<file path="config.mk">
export PLATFORM = sky130hd
export DESIGN_NAME = goose_jump_ctrl
export DESIGN_NICKNAME = d
export VERILOG_FILES = /design/src/rtl/goose_jump_ctrl.sv
export SDC_FILE = /design/constraint.sdc
export NUM_CORES = 1
export LEC_CHECK = 0
export CAP_MARGIN = 20
export CORE_MARGIN = 8
export CORE_UTILIZATION = 45
export CTS_BUF_LIST = sky130_fd_sc_hd__clkbuf_2 sky130_fd_sc_hd__clkbuf_4 sky130_fd_sc_hd__clkbuf_8
export CTS_CLUSTER_SIZE = 20
export DETAILED_ROUTE_END_ITERATION = 8
export DONT_BUFFER_PORTS = 1
export PLACE_DENSITY = 0.61
export REMOVE_ABC_BUFFERS = 1
export SYNTH_ARGS = -nofsm -noshare
export SYNTH_HDL_FRONTEND = slang
export SYNTH_SLANG_ARGS = --single-unit
</file>
<file path="constraint.sdc">
create_clock -name clk_in -period 2.9 [get_ports clk_in]
set_input_delay 0.58 -clock clk_in [delete_from_list [all_inputs] [get_ports clk_in]]
set_output_delay 0.58 -clock clk_in [all_outputs]
set_load 0.01 [all_outputs]
</file>
<file path="src/rtl/goose_jump_ctrl.sv">
// goose_jump_ctrl: jump sequencer for the goose sprite.
// A programmable tick divider paces the goose through rise, apex-hold and
// fall phases after each accepted jump request. It drives the height above
// ground and one-cycle takeoff and touchdown pulses.
module goose_jump_ctrl #(
   parameter int TICK_DIV    = 5000000,
   parameter int STEP        = 4,
   parameter int JUMP_HEIGHT = 40,
   parameter int APEX_TICKS  = 3
) (
   input  logic       clk_in,
   input  logic       rst_n,
   input  logic       jump_btn,
   input  logic       game_run,
   output logic [7:0] height,
   output logic       airborne,
   output logic       jump_start,
   output logic       land
);

   typedef enum logic [1:0] {
      S_IDLE,
      S_RISE,
      S_APEX,
      S_FALL
   } state_t;

   // STEP is clamped so that it fits the 9-bit arithmetic. Any step above 255
   // already reaches the apex or the ground in a single tick.
   localparam int          STEP_C   = (STEP > 256) ? 256 : STEP;
   localparam logic [8:0]  STEP_9   = 9'(STEP_C);
   localparam logic [8:0]  JH_9     = 9'(JUMP_HEIGHT);
   localparam logic [27:0] TICK_MAX = 28'(TICK_DIV);
   localparam logic [31:0] APEX_MAX = 32'(APEX_TICKS);

   state_t      state_q, state_d;
   logic [7:0]  height_q, height_d;
   logic [27:0] tick_cnt_q, tick_cnt_d;
   logic [31:0] apex_cnt_q, apex_cnt_d;
   logic        jump_start_q, jump_start_d;
   logic        land_q, land_d;
   logic        btn_q;

   logic        btn_edge;
   logic        tick;
   logic [8:0]  rise_sum;
   logic [7:0]  rise_next;
   logic [7:0]  fall_next;

   assign btn_edge  = jump_btn & ~btn_q;
   assign tick      = (tick_cnt_q == TICK_MAX);
   // The sum is 9 bits wide, so it saturates at the apex without wrapping.
   assign rise_sum  = {1'b0, height_q} + STEP_9;
   assign rise_next = (rise_sum >= JH_9) ? JH_9[7:0] : rise_sum[7:0];
   assign fall_next = ({1'b0, height_q} <= STEP_9) ? 8'd0 : (height_q - STEP_9[7:0]);

   // State, datapath and pulse registers. btn_q resets high so that a button
   // already held when reset is released cannot trigger a jump.
   always_ff @(posedge clk_in or negedge rst_n) begin
      if (!rst_n) begin
         state_q      <= S_IDLE;
         height_q     <= 8'd0;
         tick_cnt_q   <= 28'd0;
         apex_cnt_q   <= 32'd0;
         jump_start_q <= 1'b0;
         land_q       <= 1'b0;
         btn_q        <= 1'b1;
      end else begin
         state_q      <= state_d;
         height_q     <= height_d;
         tick_cnt_q   <= tick_cnt_d;
         apex_cnt_q   <= apex_cnt_d;
         jump_start_q <= jump_start_d;
         land_q       <= land_d;
         btn_q        <= jump_btn;
      end
   end

   // Next-state logic. Dropping game_run overrides ticks and button edges.
   always_comb begin
      state_d      = state_q;
      height_d     = height_q;
      tick_cnt_d   = tick_cnt_q;
      apex_cnt_d   = apex_cnt_q;
      jump_start_d = 1'b0;
      land_d       = 1'b0;

      if (!game_run) begin
         state_d    = S_IDLE;
         height_d   = 8'd0;
         tick_cnt_d = 28'd0;
         apex_cnt_d = 32'd0;
      end else begin
         if (state_q != S_IDLE) begin
            tick_cnt_d = tick ? 28'd0 : (tick_cnt_q + 28'd1);
         end
         case (state_q)
            S_IDLE: begin
               tick_cnt_d = 28'd0;
               if (btn_edge) begin
                  state_d      = S_RISE;
                  jump_start_d = 1'b1;
               end
            end
            S_RISE: begin
               if (tick) begin
                  height_d = rise_next;
                  if (rise_next == JH_9[7:0]) begin
                     apex_cnt_d = 32'd0;
                     state_d    = (APEX_TICKS == 0) ? S_FALL : S_APEX;
                  end
               end
            end
            S_APEX: begin
               if (tick) begin
                  apex_cnt_d = apex_cnt_q + 32'd1;
                  if ((apex_cnt_q + 32'd1) == APEX_MAX) begin
                     state_d = S_FALL;
                  end
               end
            end
            S_FALL: begin
               if (tick) begin
                  height_d = fall_next;
                  if (fall_next == 8'd0) begin
                     state_d = S_IDLE;
                     land_d  = 1'b1;
                  end
               end
            end
            default: begin
               state_d = S_IDLE;
            end
         endcase
      end
   end

   assign height     = height_q;
   assign airborne   = (state_q != S_IDLE);
   assign jump_start = jump_start_q;
   assign land       = land_q;

endmodule

</file>
Word level (Yosys, flattened, before mapping)
Index checks and enable logic that the tools add are counted.
{"block": "word_totals", "word_cells": 68, "register_bits": 73, "out_inout_bits": 11, "in_bits": 4}
{"block": "classes", "n_reduce_logical": 6, "order_cmp": 2, "n_eq_ne": 16, "bitwise_logic": 2, "add_sub_neg": 4, "n_mux": 31}
{"cell": "$mux W32", "count": 4}
{"cell": "$mux W28", "count": 4}
{"cell": "$pmux W32 S2", "count": 1}
{"cell": "$mux W8", "count": 5}
{"cell": "$add A32 B1 Y32 const B", "count": 1}
{"cell": "$eq A32 B2 Y1 const B", "count": 1}
{"cell": "$add A28 B1 Y28 const B", "count": 1}
{"cell": "$eq A28 B23 Y1 const B", "count": 1}
{"cell": "$ne A3 B3 Y1 const B", "count": 7}
{"cell": "$mux W2", "count": 8}
{"cell": "$pmux W8 S2", "count": 1}
{"cell": "$add A8 B3 Y9 const B", "count": 1}
{"cell": "$ge A9 B6 Y1 const B", "count": 1}
{"cell": "$ne A3 B1 Y1 const B", "count": 3}
{"cell": "$eq A8 B6 Y1 const B", "count": 1}
{"cell": "$le A8 B3 Y1 const B", "count": 1}
{"cell": "$logic_not A8 Y1", "count": 1}
{"cell": "$pmux W2 S4", "count": 1}
{"cell": "$sub A8 B3 Y8 const B", "count": 1}
{"cell": "$mux W1", "count": 7}
{"cell": "$reduce_and A7 Y1", "count": 1}
{"cell": "$eq A2 B2 Y1 const B", "count": 2}
{"cell": "$reduce_and A4 Y1", "count": 1}
{"cell": "$reduce_and A3 Y1", "count": 1}
{"cell": "other kinds (5)", "count": 5}

Logic depth before layout (Yosys ltp)
{"block": "logic_depth", "depth_word": 8, "mapped_depth": 10, "ltp_nobuf": 9}

Worst setup path after synthesis
OpenSTA, ideal clock, no wires.
{"block": "synth_timing", "path_type": "reg2reg", "from": "register height_q[3], in the netlist height[3]", "to": "register apex_cnt_q[15]", "path_slack_ns": 0.287, "synth_period_minus_slack_ns": 2.613, "setup_time_ns": 0.137, "arrival_ns": 2.476, "stages_incl_launch_ff": 10, "path_cell_list": "dfrtp_1 > clkbuf_1 > inv_1 > ha_1 > a211o_1 > a211oi_1 > nand2_1 > nand3_2 > clkbuf_1 > o21ai_0"}
{"block": "synth_via", "elab_chain_cells": 6}
{"item": "start, declared", "line_no": "37", "text": "logic [7:0] height_q, height_d;"}
{"item": "start signal, assigned", "line_no": "70", "text": "height_q <= height_d;"}
{"item": "$add A8 B3 Y9 (*)", "line_no": "53", "text": "assign rise_sum = {1'b0, height_q} + STEP_9;"}
{"item": "$ge A9 B6 Y1", "line_no": "54", "text": "assign rise_next = (rise_sum >= JH_9) ? JH_9[7:0] : rise_sum[7:0];"}
{"item": "$mux W8 (*)", "line_no": "54"}
{"item": "$eq A8 B6 Y1 (*)", "line_no": "108", "text": "if (rise_next == JH_9[7:0]) begin"}
{"item": "$ne A3 B3 Y1 (no line) (*)"}
{"item": "$reduce_and A4 Y1 (no line) (*)"}
{"item": "end signal, assigned", "line_no": "72", "text": "apex_cnt_q <= apex_cnt_d;"}
{"item": "end, declared", "line_no": "39", "text": "logic [31:0] apex_cnt_q, apex_cnt_d;"}
Mark *: on every way between the ends. The rest lies on a longest branch, timed or not.
A chain may end at the register's enable or synchronous reset.

Worst setup path after layout
{"block": "layout_timing", "from": "register tick_cnt_q[0]", "to": "register state_q[1]"}
{"block": "layout_via", "elab_chain_cells": 3, "elab_cells_between_ends": 5, "cone_classes": "eq/ne: 4; reduce/logical: 1"}
{"item": "start, declared", "line_no": "38", "text": "logic [27:0] tick_cnt_q, tick_cnt_d;"}
{"item": "start signal, assigned", "line_no": "71", "text": "tick_cnt_q <= tick_cnt_d;"}
{"item": "$eq A28 B23 Y1 (*)", "line_no": "51", "text": "assign tick = (tick_cnt_q == TICK_MAX);"}
{"item": "$ne A3 B3 Y1 (no line)"}
{"item": "$reduce_and A7 Y1 (no line) (*)"}
{"item": "end signal, assigned", "line_no": "69", "text": "state_q <= state_d;"}
{"item": "end, declared", "line_no": "36", "text": "state_t state_q, state_d;"}
Marks and branches as above.

==> results.cfg <==
[outcome]
status = finished clean

[floorplan]
num_rows = 38
dieArea_um2 = 14600
core_region_area_um2 = 10800
io-pin-count = 15
initial_utilization_pct = 45.8
die_height_um = 121
die_w_um = 121

[logic_synthesis]
netlist.area_leader.share_pct = 36.5
yosysWarnings = 0
avgSynthCellArea_um2 = 8.53
syn_inst = 579
synth_edf_count = 0
synth_seq_area_share_pct = 37.0
synthArstFlopShare_pct = 100
synth_area_leaders = dfrtp_1 36%, nor2_1 5.6%, o21ai_0 4.8%, xor2_1 4.3%, nand3_1 3.5%
synth-seq-cells = 73
synth_most_common_cell = nor2_1
synth_area_um2 = 4940
yosysTopAreaCell = dfrtp_1
synth_common_cells = 74 x nor2_1, 72 x dfrtp_1, 47 x o21ai_0
synth_flop_cell = dfrtp_1
yosysUniqueCellTypes = 63

[worst_setup_path]
r2r_slack_ns = 0.18
cp_cell_sequence = inv_1 -> ha_1 -> nor4b_1 -> nand4_1 -> a2111oi_2 -> o221ai_2 -> a21o_2 -> a211oi_1 -> mux2i_1
critical-path-top-delay-family = compound AO/OA/AOI/OAI gates
worstPathRequired_ns = 3.15
r2r-start = tick_cnt_q[0]
critical_path_buf_inv_count = 1
end_kind = register
cp_max_fo = 5
startpoint = tick_cnt_q[0]
r2r_end = state_q[1]
cp.arrival_ns = 2.96
crit_path_start_kind = register
rr_worst_depth = 9
crit_type = reg -> reg
critPathSlowestCell = dfrtp_1
max_stage_delay_ns = 0.43

[job]
max_cap_violations = 0

[layout]
nets = 594
drive_gt1_share_pct = 11.2
antenna_cells = 0
final_area_um2 = 5420
fin_util_pct = 50.3
area_growth_pct = 9.80

[global_routing]
grt_pass1_wl_um = 20600
grt_max_degree = 73
antenna_found_initial = 0
grtUsageTotal_pct = 17.2
overflow = 0
grt_pass1_vias = 4020

[pwr]
power.leakage_nw = 2.24
power_density_nw_per_um2 = 446
power.total_mw = 2.42
ir_worst_vdd_mv = 0.322

[clock_tree]
clock_latency_ns = 0.37
clock-sinks = 73
cts_buffers = 9
clock_path_buffers = 2
htree_num_levels = 3
cts.reportedPaths.clkPinSlew_ns = 0.08
cts_tree = built
root_buffer = clkbuf_8

[placed_design]
dpl_worst_slack_ns = 0.0537
portBuffers = 0
gp_congestion = 0.866
hpwl_um = 8000
place_area_um2 = 5160

[route]
vias = 4363
drtIter0Drc = 484
ant_nets = 0
vias_per_cell = 6.04
firstDrtPassIters = 6
wl_per_cell_um = 16.6
drc = 0
totalWireLength_um = 12000

[sta]
fin_ws_ns = 0.183
fin_skew_ns = 0.00992
fmax_mhz = 368
final.min_clock_period_ns = 2.72
finalCritPeriodShare_pct = 93.7
hold_violations = 0
finalSetupViolations = 0
tightest_slew_ns = 0.611
slew_headroom_pct = 58.9
drv_slew = 0

[worst_hold_path]
hold_class = in -> async
metrics by stage:
step | hold slack [ns] | TNS (ns) | cells
after CTS | 0.0195 | 0 | 722
after detailed placement | 0.286 | 0 | 705
final | 0.0442 | 0 | 722
after floorplan | 0.284 | 0 | 541
after global routing | 0.0133 | -0.0383 | 722
after global placement | 0.286 | 0 | 705
layout by cell type (no fill, tap or decap), types with 3 or more instances in the layout:
cell type	n
nand2_1	37
clkinv_4	3
buf_12	3
and2_1	12
o211ai_1	3
nand2b_1	3
buf_4	21
nor4_4	3
nor3b_1	5
inv_1	18
nand3_1	34
and4_1	7
xnor2_1	9
dfrtp_2	3
a211oi_1	8
a211o_1	3
o21ai_0	47
and3_1	10
or3_1	3
nor2_1	74
mux2i_1	6
nor4b_1	5
xor2_1	24
a21o_1	3
o41ai_1	6
a31oi_1	10
nand4_1	28
nor4_1	9
a21oi_1	18
o31ai_1	22
ha_1	13
nand3_2	3
nor3_1	6
nand4b_1	4
clkbuf_8	9
dfrtp_1	69
sequential cells by signal, indices dropped and copies added, names as in the netlist:
signal	count
apex_cnt_q	32
btn_q	1
height	8
jump_start	1
land	1
state_q	2
tick_cnt_q	28
where the power goes:
part	switching (mW)	internal (mW)
registers	0.0335	1.04
clock network	0.424	0.410
logic	0.330	0.177
total	0.787	1.63
routing by layer:
layer | vias to the layer above | part of all wire (%) | track usage (%)
met2 | 85 | 44 | 25.0
met5 | - | 0 | 0
met4 | 0 | 1.2 | 5.39
li1 | 2134 | - | -
met3 | 11 | 4.7 | 4.66
met1 | 2133 | 50 | 24.3
logic make-up after synthesis:
kind of cell	Yosys count	share of synthesized area [%]
AOI/OAI and AO/OA	143	19.4
xor gates and xnor gates	33	5.85
adders and majority gates	13	3.29
buffers and inverters	56	4.81
DFF	73	37.0
muxes	7	1.44
and+or+nand+nor	254	28.2
final cells by class:
cell class | instances | area, um^2
fillers | 1029 | 5370
multi-input cells | 450 | 2900
flip-flops and latches | 73 | 1830
repair buffers | 25 | 245
well taps | 140 | 175
clock buffers | 10 | 131
clock inverters | 6 | 68.8
inverters | 18 | 67.6
how the worst max path moves through the flow:
stage,endpoint,slack (ns),cells past startpoint
floorplan,state_q[1],0.08,8
global placement,state_q[1],0.03,7
detailed placement,state_q[1],0.05,7
CTS,state_q[1],0.02,7
global route,state_q[1],-0.04,9
finish,state_q[1],0.18,9
repair_timing:
item | in CTS | in global routing
gates resized for setup | 0 | 8
buffers inserted | 0 | 0
endpoints found under the setup margin | 0 | 6
hold buffers | 1 | 0
hold endpoints to repair | 72 | 0
No activity file was read; power rests on OpenSTA's default activity.
